==> src/rtl/apb_master_if.sv <==
// APB request/response bus shared between one master and four slaves.
// The master drives the common request lines and one select per slave;
// each slave returns its own read data and ready.
interface apb_master_if;
  logic [31:0] PADDR;
  logic        PWRITE;
  logic        PENABLE;
  logic [31:0] PWDATA;
  logic        PSEL0;
  logic        PSEL1;
  logic        PSEL2;
  logic        PSEL3;
  logic [31:0] PRDATA0;
  logic [31:0] PRDATA1;
  logic [31:0] PRDATA2;
  logic [31:0] PRDATA3;
  logic        PREADY0;
  logic        PREADY1;
  logic        PREADY2;
  logic        PREADY3;

  modport master (
    output PADDR, PWRITE, PENABLE, PWDATA,
    output PSEL0, PSEL1, PSEL2, PSEL3,
    input  PRDATA0, PRDATA1, PRDATA2, PRDATA3,
    input  PREADY0, PREADY1, PREADY2, PREADY3
  );

  modport slave (
    input  PADDR, PWRITE, PENABLE, PWDATA,
    input  PSEL0, PSEL1, PSEL2, PSEL3,
    output PRDATA0, PRDATA1, PRDATA2, PRDATA3,
    output PREADY0, PREADY1, PREADY2, PREADY3
  );
endinterface

==> src/rtl/apb_master.sv <==
// APB master bridging a simple core request strobe onto a four-slave APB
// window. One transfer in flight at a time: IDLE -> SETUP -> ACCESS -> IDLE.
// Completion is reported with a one-cycle ready pulse carrying rdata/err.
// Unmapped addresses and ACCESS-phase timeouts complete with err=1.
module apb_master #(
  parameter logic [31:0] BASE_ADDR = 32'h1000_0000,
  parameter int unsigned TIMEOUT   = 16
) (
  input  logic         PCLK,
  input  logic         PRESET,
  input  logic         transfer,
  input  logic         write,
  input  logic [31:0]  addr,
  input  logic [31:0]  wdata,
  output logic [31:0]  rdata,
  output logic         ready,
  output logic         err,
  apb_master_if.master bus
);

  // Counter only needs to reach TIMEOUT-1; a disabled timeout keeps a 1-bit stub.
  localparam int unsigned    CNT_W   = (TIMEOUT > 1) ? $clog2(TIMEOUT) : 1;
  localparam bit             TO_EN   = (TIMEOUT != 0);
  localparam logic [CNT_W-1:0] TO_LAST = CNT_W'((TIMEOUT > 0) ? TIMEOUT - 1 : 0);

  typedef enum logic [1:0] {
    IDLE   = 2'd0,
    SETUP  = 2'd1,
    ACCESS = 2'd2
  } state_t;

  state_t           state;
  state_t           next_state;

  logic [31:0]      req_addr;
  logic [31:0]      req_wdata;
  logic             req_write;
  logic [1:0]       sel;
  logic [CNT_W-1:0] cnt;

  logic             hit;
  logic [1:0]       req_slave;
  logic             sel_ready;
  logic [31:0]      sel_rdata;
  logic             accept;
  logic             miss;
  logic             done_ok;
  logic             done_to;
  logic             active;

  // Address decode of the incoming core request into one of four 4 KB slots.
  always_comb begin
    hit       = (addr[31:14] == BASE_ADDR[31:14]);
    req_slave = addr[13:12];
  end

  // Only the selected slave's ready/read data are observed.
  always_comb begin
    sel_ready = 1'b0;
    sel_rdata = '0;
    case (sel)
      2'd0: begin sel_ready = bus.PREADY0; sel_rdata = bus.PRDATA0; end
      2'd1: begin sel_ready = bus.PREADY1; sel_rdata = bus.PRDATA1; end
      2'd2: begin sel_ready = bus.PREADY2; sel_rdata = bus.PRDATA2; end
      2'd3: begin sel_ready = bus.PREADY3; sel_rdata = bus.PRDATA3; end
      default: begin sel_ready = 1'b0; sel_rdata = '0; end
    endcase
  end

  // FSM state register; reset aborts any transfer in flight.
  always_ff @(posedge PCLK or negedge PRESET) begin
    if (!PRESET) begin
      state <= IDLE;
    end else begin
      state <= next_state;
    end
  end

  // Next-state and completion decode. Requests are only taken in IDLE,
  // which includes the cycle that carries the previous ready pulse.
  always_comb begin
    next_state = state;
    accept     = 1'b0;
    miss       = 1'b0;
    done_ok    = 1'b0;
    done_to    = 1'b0;
    case (state)
      IDLE: begin
        if (transfer) begin
          accept = 1'b1;
          if (hit) begin
            next_state = SETUP;
          end else begin
            miss = 1'b1;
          end
        end
      end
      SETUP: begin
        next_state = ACCESS;
      end
      ACCESS: begin
        if (sel_ready) begin
          done_ok    = 1'b1;
          next_state = IDLE;
        end else if (TO_EN && (cnt == TO_LAST)) begin
          done_to    = 1'b1;
          next_state = IDLE;
        end
      end
      default: begin
        next_state = IDLE;
      end
    endcase
  end

  // Request capture: address/data/direction and slave index held until completion.
  always_ff @(posedge PCLK or negedge PRESET) begin
    if (!PRESET) begin
      req_addr  <= '0;
      req_wdata <= '0;
      req_write <= 1'b0;
      sel       <= 2'd0;
    end else if (accept) begin
      req_addr  <= addr;
      req_wdata <= wdata;
      req_write <= write;
      sel       <= req_slave;
    end
  end

  // ACCESS-phase cycle counter; restarts from zero each time ACCESS is entered.
  always_ff @(posedge PCLK or negedge PRESET) begin
    if (!PRESET) begin
      cnt <= '0;
    end else if (state == ACCESS) begin
      cnt <= cnt + 1'b1;
    end else begin
      cnt <= '0;
    end
  end

  // Completion response: one-cycle ready pulse; rdata/err hold between pulses.
  always_ff @(posedge PCLK or negedge PRESET) begin
    if (!PRESET) begin
      ready <= 1'b0;
      err   <= 1'b0;
      rdata <= '0;
    end else begin
      ready <= 1'b0;
      if (miss) begin
        ready <= 1'b1;
        err   <= 1'b1;
        rdata <= '0;
      end else if (done_ok) begin
        ready <= 1'b1;
        err   <= 1'b0;
        rdata <= req_write ? 32'h0 : sel_rdata;
      end else if (done_to) begin
        ready <= 1'b1;
        err   <= 1'b1;
        rdata <= '0;
      end
    end
  end

  // Bus drive: selects decoded from the FSM so at most one is ever high.
  assign active      = (state != IDLE);
  assign bus.PSEL0   = active && (sel == 2'd0);
  assign bus.PSEL1   = active && (sel == 2'd1);
  assign bus.PSEL2   = active && (sel == 2'd2);
  assign bus.PSEL3   = active && (sel == 2'd3);
  assign bus.PENABLE = (state == ACCESS);
  assign bus.PADDR   = req_addr;
  assign bus.PWDATA  = req_wdata;
  assign bus.PWRITE  = req_write;

endmodule

==> src/flat_wrapper.sv <==
// flat-port wrapper written by rule: the top's interface ports become plain ports
module apb_master_flat 
#(
  parameter logic [31:0] BASE_ADDR = 32'h1000_0000,
  parameter int unsigned TIMEOUT   = 16
)
  (PCLK, PRESET, transfer, write, addr, wdata, rdata, ready, err, bus_PADDR, bus_PWRITE, bus_PENABLE, bus_PWDATA, bus_PSEL0, bus_PSEL1, bus_PSEL2, bus_PSEL3, bus_PRDATA0, bus_PRDATA1, bus_PRDATA2, bus_PRDATA3, bus_PREADY0, bus_PREADY1, bus_PREADY2, bus_PREADY3);
  apb_master_if bus_i ();
  input  logic PCLK;
  input  logic PRESET;
  input  logic transfer;
  input  logic write;
  input  logic [31:0] addr;
  input  logic [31:0] wdata;
  output logic [31:0] rdata;
  output logic ready;
  output logic err;
  output wire logic [$bits(bus_i.PADDR)-1:0] bus_PADDR;
  output wire logic [$bits(bus_i.PWRITE)-1:0] bus_PWRITE;
  output wire logic [$bits(bus_i.PENABLE)-1:0] bus_PENABLE;
  output wire logic [$bits(bus_i.PWDATA)-1:0] bus_PWDATA;
  output wire logic [$bits(bus_i.PSEL0)-1:0] bus_PSEL0;
  output wire logic [$bits(bus_i.PSEL1)-1:0] bus_PSEL1;
  output wire logic [$bits(bus_i.PSEL2)-1:0] bus_PSEL2;
  output wire logic [$bits(bus_i.PSEL3)-1:0] bus_PSEL3;
  input wire logic [$bits(bus_i.PRDATA0)-1:0] bus_PRDATA0;
  input wire logic [$bits(bus_i.PRDATA1)-1:0] bus_PRDATA1;
  input wire logic [$bits(bus_i.PRDATA2)-1:0] bus_PRDATA2;
  input wire logic [$bits(bus_i.PRDATA3)-1:0] bus_PRDATA3;
  input wire logic [$bits(bus_i.PREADY0)-1:0] bus_PREADY0;
  input wire logic [$bits(bus_i.PREADY1)-1:0] bus_PREADY1;
  input wire logic [$bits(bus_i.PREADY2)-1:0] bus_PREADY2;
  input wire logic [$bits(bus_i.PREADY3)-1:0] bus_PREADY3;
  assign bus_PADDR = bus_i.PADDR;
  assign bus_PWRITE = bus_i.PWRITE;
  assign bus_PENABLE = bus_i.PENABLE;
  assign bus_PWDATA = bus_i.PWDATA;
  assign bus_PSEL0 = bus_i.PSEL0;
  assign bus_PSEL1 = bus_i.PSEL1;
  assign bus_PSEL2 = bus_i.PSEL2;
  assign bus_PSEL3 = bus_i.PSEL3;
  assign bus_i.PRDATA0 = bus_PRDATA0;
  assign bus_i.PRDATA1 = bus_PRDATA1;
  assign bus_i.PRDATA2 = bus_PRDATA2;
  assign bus_i.PRDATA3 = bus_PRDATA3;
  assign bus_i.PREADY0 = bus_PREADY0;
  assign bus_i.PREADY1 = bus_PREADY1;
  assign bus_i.PREADY2 = bus_PREADY2;
  assign bus_i.PREADY3 = bus_PREADY3;
  apb_master #(.BASE_ADDR(BASE_ADDR), .TIMEOUT(TIMEOUT)) u_core (.PCLK(PCLK), .PRESET(PRESET), .transfer(transfer), .write(write), .addr(addr), .wdata(wdata), .rdata(rdata), .ready(ready), .err(err), .bus(bus_i));
endmodule
==> config.mk <==
export PLATFORM = sky130hd
export DESIGN_NAME = apb_master_flat
export DESIGN_NICKNAME = d
export VERILOG_FILES = /design/src/rtl/apb_master_if.sv /design/src/rtl/apb_master.sv /design/src/flat_wrapper.sv
export SDC_FILE = /design/constraint.sdc
export NUM_CORES = 1
export LEC_CHECK = 0
export CAP_MARGIN = 25
export CORE_MARGIN = 5
export CORE_UTILIZATION = 40
export CTS_BUF_LIST = sky130_fd_sc_hd__clkbuf_16
export DETAILED_ROUTE_END_ITERATION = 8
export PLACE_DENSITY = 0.91
export SYNTH_ARGS = -nofsm -noshare
export SYNTH_HDL_FRONTEND = slang
export SYNTH_SLANG_ARGS = --single-unit
==> constraint.sdc <==
create_clock -name PCLK -period 4 [get_ports PCLK]
set_input_delay 1.2 -clock PCLK [delete_from_list [all_inputs] [get_ports PCLK]]
set_output_delay 1.2 -clock PCLK [all_outputs]
set_load 0.1 [all_outputs]
Word-level counts from Yosys, hierarchy flattened
Index checks and enable logic that the tools add are counted.

Eq/ne operators: 10. $add $sub $neg: 1. Reduce and logical (&&, ||, !) cells: 9. Mux-type cells: 28.

Operators with widths (number): $mux 32 (4); $pmux 32 s4 (1); $eq 18x15->1 const B (1); $mux 1 (16); $mux 2 (4); $eq 2x2->1 const B (3); $pmux 2 s3 (1); $add 4x1->4 const B (1); $eq 2x1->1 const B (2); $eq 4x4->1 const B (1); $logic_and 1x1->1 (4); $logic_not 2->1 (2); $mux 4 (1); $pmux 1 s4 (1); $ne 3x1->1 const B (1); $reduce_and 3->1 (1); $reduce_bool 3->1 (1); $ne 2x1->1 const B (1); $ne 2x2->1 const B (1); $reduce_bool 2->1 (1).

Input bits: 200. Register bits: 107.

Depth between registers and ports, before layout
Gate-level depths: netlist of the first run.

Depth after elaboration: 7. Mapped depth: 7. Depth with buffers taken out: 6.

Worst setup path after synthesis of the first run
OpenSTA, ideal clock, no wires.

Kind: reg2out. From: register, netlist name u_core.bus.PADDR[13]. To: output port bus_PSEL2. Setup slack: -1025 ps. Cell stages (with the launch flop): 4. Data arrival time: 3825 ps. Cells stage by stage: dfrtp_1 -> buf_2 -> buf_1 -> nor3b_1.

RTL lines: to (decl) (RTL line flat_wrapper.sv:24) `output wire logic [$bits(bus_i.PSEL2)-1:0] bus_PSEL2;`.

Worst setup path in the final report of the first run
From: register u_core.rdata[24]. To: output port rdata[24].

RTL lines: from (decl) (RTL line apb_master.sv:15) `output logic [31:0] rdata,`; from (signal assigned) (RTL line apb_master.sv:157) `rdata <= req_write ? 32'h0 : sel_rdata;`; to (decl) (RTL line flat_wrapper.sv:15) `output logic [31:0] rdata;`.

No word-level cell between the ends.

==> results of run 1 <==
[cell type report]
cell class | instances | area share (%)
Clock buffer | 9 | 2.58
Multi-Input combinational cell | 196 | 29.0
Sequential cell | 105 | 30.1
Clock inverter | 7 | 0.559
Timing Repair Buffer | 310 | 35.2
Inverter | 2 | 0.0860
Tap cell | 176 | 2.52
[cell usage in the layout (no fill, tap or decap), drive strengths merged]
master,count
clkdlybuf4s50,285
dfrtp,105
mux2,65
nand3,34
mux4,33
o2bb2ai,32
buf,25
clkbuf,9
nor2,7
nand2,5
inv,4
clkinv,4
nor4,3
nor3b,2
and2,2
nor3,2
xnor2,1
nor4b,1
o21a,1
a31oi,1
or2,1
and3b,1
xor2,1
nand4,1
o31a,1
o21ai,1
ha,1
clkinvlp,1
[per-stage QoR]
step	area (sq um)	worst slack (ns)	power, mW
finish	8730	0.914	3.11
global route	8730	0.863	3.23
CTS	8730	0.895	3.15
detailed placement	8460	0.741	2.33
global placement	8430	0.522	2.30
floorplan	5400	-0.0837	1.91
[flip-flops by register name, indices dropped and copies added (netlist names)]
register and count:
u_core.ready 1, u_core.bus.PWDATA 32, u_core.cnt 4, u_core.bus.PWRITE 1, u_core.bus.PADDR 32, u_core.err 1
u_core.state 2, u_core.rdata 32
[power groups by stage]
stage / combinational, mW / clock, mW / sequential (mW)
floorplan: 0.216 / 0 / 1.70
global route: 1.17 / 0.879 / 1.18
detailed placement: 1.14 / 0 / 1.19
CTS: 1.14 / 0.835 / 1.17
finish: 1.13 / 0.808 / 1.17
global placement: 1.12 / 0 / 1.19
[cell families (layout without fill, tap and decap cells)]
family	count (synthesis)	after routing	share of synthesized area [%]
fa+ha+maj	1	1	0.232
xor+xnor	2	2	0.325
compound gates	36	36	9.31
flops	105	105	48.8
mux	98	98	27.8
simple gates	59	59	8.94
buf+inv	29	328	4.60
[routing by layer]
layer  wire [um]  up-vias  global-route usage (%)
li1            -     1862                       -
met1        5600     2040                    21.0
met2        8600      204                    36.7
met3        1240       33                    5.63
met4         501        0                    8.52
met5           0        -                       0
[path summary, 6_finish.rpt]
check                      cells after the start             endpoint  slack, ns
setup / recovery                               1            rdata[24]       0.91
min in group asynchronous                      1      u_core.rdata[8]       0.89
hold reg to reg                                1        u_core.cnt[0]       0.46
hold / removal                                 1        u_core.cnt[0]       0.46
max in group asynchronous                      2  u_core.bus.PADDR[6]       2.07
setup reg to reg                               5      u_core.rdata[2]       1.84
==> run summary, run 1 <==
Outcome: finished, final reports clean
Hold Path Origin: u_core.cnt[0]
Placed cells: 789
Routed via count: 4139
Normalized max-slew margin: 31.8%
Top-count cell post-synth: dfrtp_1
Tot GR Track Use: 19.9%
Gate Count Post-Synth: 330
Setup TNS: 0 ns
Syn avg cell area: 16.3 sq um
First-pass GRT wire length: 25100 um
Root buf cell: clkbuf_16
Residual DRC count: 0
FFs w/ async S/R, synth: 100%
Worst Hold Class: flip-flop to flip-flop
Max Cap Viol: 0
Crit path from: u_core.rdata[24]
Num CTS Buffers: 9
Setup violations, final: 0
YS warnings: 0
Yosys cell types: 40
Psw: 1.14 mW
Clock sinks: 105
Port bufs: 303
CP endpoint kind: output pin
Fraction of layout cells with a size suffix above 1: 23.5%
Syn_nets: 531
Slew @ Worst Pin: 1.02 ns
Largest net degree at the start of global routing: 53
Worst Path Required: 2.80 ns
Post-synth top area share: 48.8%
Die height: 126 um
Post-synth EDFFs: 0
Clk buf depth: 2
Cell family with most CP delay: buffers and inverters
Most common library cells after synthesis: dfrtp_1 (105), mux2_1 (55), o2bb2ai_2 (30), nand3_2 (29), mux4_2 (27)
Pwr Density: 356 nW/um^2
Grt total ovfl: 0
Ys flop type: dfrtp_1
Startpoint Class: flip-flop
Finished Layout Cells: 805
Nets: 825
Vias in the first global route: 4717
Critical path buffers and inverters: 1
Comb pwr share: 36.3%
Initial DRC count: 161
Detailed Routing Iterations Pass 1: 4
Reg2Reg Launch Point: u_core.bus.PADDR[13]
Crit path DAT: 1.89 ns
Largest area contributor in the netlist: dfrtp_1
Fin. Hold Viols: 0
Final ANT Viol Nets: 0
Hold_ws: 0.464 ns
RSZ-0062 raised after global routing: no
Register area share after synthesis: 48.8%
FMAX: 324 MHz
Seq pwr share: 37.7%
Ports: 304
Final core occ: 65.9%
Core ar.: 13200 sq um
Clock power share: 26.0%
Register Area: 2630 sq um
Reg clk slew, reported paths: 0.07 ns
Post-CTS Setup Bufs: 0
Fin crit share: 77.1%
DP HPWL: 12900 um
H-Tree Depth: 3
Leak: 3.40 nW
Resize count post-CTS: 0
Worst VDD drop: 295 uV
Initial antenna violation count: 0
Flops & latches, synth: 105
Routed len/inst: 19.8 um
Hold buffers post-CTS: 0
Slew Viols, Final: 0
Fillcell total: 999
CTS tree: built
# rows: 42
Final worst path period need: 3.09 ns
WL final: 15900 um
Worst path max stage delay: 1.17 ns
Synth top area cells: dfrtp_1 (49%), mux2_1 (11%), mux4_2 (11%)
Pint: 1.97 mW
Final Skew: 0.0124 ns
Antenna diodes: 0
Critical Setup Path Class: flip-flop to output pin
Via/cell ratio: 5.14
Die area: 15900 sq um
Initial Util: 40.7%
Die width: 126 um
Synth Cell Area: 5390 sq um
Max stage delay cell, worst path: clkdlybuf4s50_1
CP cell instances: clkdlybuf4s50_1
Switching Fraction: 36.7%
Clock Latency Late Sink: 0.34 ns
Area delta synth->final: 62.1%
CP Max Fanout: 2
GP Congestion: 0.829
Multi-input logic area: 2530 sq um
Note: power is estimated with default switching activity, not from simulation.
==> run 2: changes to the inputs <==
--- a/config.mk
+++ b/config.mk
@@ -7,10 +7,10 @@
 export LEC_CHECK = 0
 export CAP_MARGIN = 25
 export CORE_MARGIN = 5
-export CORE_UTILIZATION = 40
+export CORE_UTILIZATION = 35
 export CTS_BUF_LIST = sky130_fd_sc_hd__clkbuf_16
 export DETAILED_ROUTE_END_ITERATION = 8
-export PLACE_DENSITY = 0.91
+export PLACE_DENSITY = 0.85
 export SYNTH_ARGS = -nofsm -noshare
 export SYNTH_HDL_FRONTEND = slang
 export SYNTH_SLANG_ARGS = --single-unit
==> constraint.sdc (replaced) <==
create_clock -name PCLK -period 2.6 [get_ports PCLK]
set_input_delay 0.78 -clock PCLK [delete_from_list [all_inputs] [get_ports PCLK]]
set_output_delay 0.78 -clock PCLK [all_outputs]
set_load 0.1 [all_outputs]
==> run summary, run 2 (same netlist as run 1, synthesis figures left out) <==
Switching Fraction: 36.3%
Leak: 3.58 nW
Final ANT Viol Nets: 0
Resize count post-CTS: 0
Fin. Hold Viols: 0
Die height: 134 um
Nets: 830
WL final: 16000 um
Port bufs: 303
CP endpoint kind: flip-flop
Setup violations, final: 0
# rows: 45
Antenna diodes: 0
Seq pwr share: 36.9%
Clock sinks: 105
Detailed Routing Iterations Pass 1: 4
Worst Path Required: 2.86 ns
Hold_ws: 0.308 ns
Clock Latency Late Sink: 0.34 ns
Vias in the first global route: 4663
Root buf cell: clkbuf_16
Ports: 304
Fillcell total: 1214
Reg clk slew, reported paths: 0.07 ns
H-Tree Depth: 3
Most common cell after layout, fill and taps aside: clkdlybuf4s50_1
First-pass GRT wire length: 24800 um
Via/cell ratio: 4.95
Initial antenna violation count: 0
Hold buffers post-CTS: 0
Initial Util: 35.6%
CP Max Fanout: 33
RSZ-0062 raised after global routing: no
Slew @ Worst Pin: 0.548 ns
Critical Setup Path Class: input port to flip-flop
Worst Hold Class: input port to asynchronous set/reset pin
Final worst path period need: 2.38 ns
Final Skew: 0.00928 ns
Crit path DAT: 2.65 ns
Max Cap Viol: 0
Routed len/inst: 19.5 um
Num CTS Buffers: 9
Tot GR Track Use: 17.5%
Grt total ovfl: 0
Psw: 1.77 mW
Normalized max-slew margin: 63.5%
Fraction of layout cells with a size suffix above 1: 38.3%
Commonest non-fill, non-tap cells in the layout: clkdlybuf4s50_1 (198), buf_4 (106), dfrtp_1 (103), mux2_1 (55), o2bb2ai_2 (30)
Post-CTS Setup Bufs: 0
Worst VDD drop: 390 uV
Clk buf depth: 2
Residual DRC count: 0
Routed via count: 4068
DP HPWL: 13100 um
FMAX: 420 MHz
Largest net degree at the start of global routing: 68
Pwr Density: 561 nW/um^2
Die width: 134 um
Comb pwr share: 35.1%
CTS tree: built
Total power: 4.89 mW
Pint: 3.12 mW
Outcome: finished, final reports clean
GP Congestion: 0.789
Core ar.: 15100 sq um
Die area: 18000 sq um
Initial DRC count: 155
Fin crit share: 91.6%
Slew Viols, Final: 0
Startpoint Class: input port
Area delta synth->final: 62.0%
Clock power share: 28.0%
-- run 2: cell count changes in the layout (fill, tap and decap cells not counted), moves of 2 or more --
cell	previous run	this run
buf_12	1	11
buf_4	23	106
clkdlybuf4s50_1	285	198
dfrtp_4	0	2
nor3b_2	2	0
nor3b_4	0	2
-- run 2: final cells by class --
class / count / area (sq um) / area share [%]
clock buffer: 9 / 225 / 2.58
clock inverter: 7 / 78.8 / 0.903
inverter: 2 / 7.51 / 0.0860
multi-input combinational: 196 / 2550 / 29.2
sequential: 105 / 2640 / 30.2
tap: 188 / 235 / 2.70
timing repair buffer: 315 / 3000 / 34.4
-- run 2: layer usage --
metal	GRT usage (%)	wire, um	vias up
li1	-	-	1879
met1	20.2	6110	1984
met2	31.9	8390	179
met3	4.28	1090	26
met4	5.77	446	0
met5	0	0	-
-- run 2: power groups by stage --
stage	logic [mW]	registers, mW	clock network (mW)
2_1_floorplan	0.346	2.61	0
3_3_place_gp	1.71	1.83	0
3_5_place_dp	1.73	1.84	0
4_1_cts	1.73	1.81	1.41
5_1_grt	1.78	1.82	1.48
6_report	1.72	1.81	1.37
-- run 2: worst paths after layout --
kind                                 startpoint  slack (ns)  cells after the start              endpoint
max in group asynchronous                PRESET        1.65                      2  u_core.bus.PWDATA[1]
min reg2reg                       u_core.cnt[0]        0.47                      1         u_core.cnt[0]
max                                 bus_PREADY3        0.22                      6      u_core.rdata[29]
max reg2reg                u_core.bus.PADDR[13]        0.53                      5      u_core.rdata[29]
min in group PCLK                 u_core.cnt[0]        0.47                      1         u_core.cnt[0]
min                                      PRESET        0.31                      1       u_core.rdata[8]
-- run 2: critical path, cell delays in order --
cell and delay [ns]:
clkdlybuf4s50_1 0.40, mux4_2 0.55, nand2_8 0.11, buf_4 0.47
nand3_2 0.16, o2bb2ai_2 0.16
-- run 2: metrics by stage --
step / cells / setup WS (ns) / setup TNS [ns] / cell area [sq um] / util, %
floorplan: 330 / 0.00510 / 0 / 5460 / -
global placement: 805 / -0.170 / -4.61 / 8400 / 55.5
detailed placement: 806 / -0.128 / -3.09 / 8420 / 55.6
CTS: 822 / 0.239 / 0 / 8730 / 57.6
global route: 822 / 0.155 / 0 / 8730 / 57.6
finish: 822 / 0.219 / 0 / 8730 / 57.6
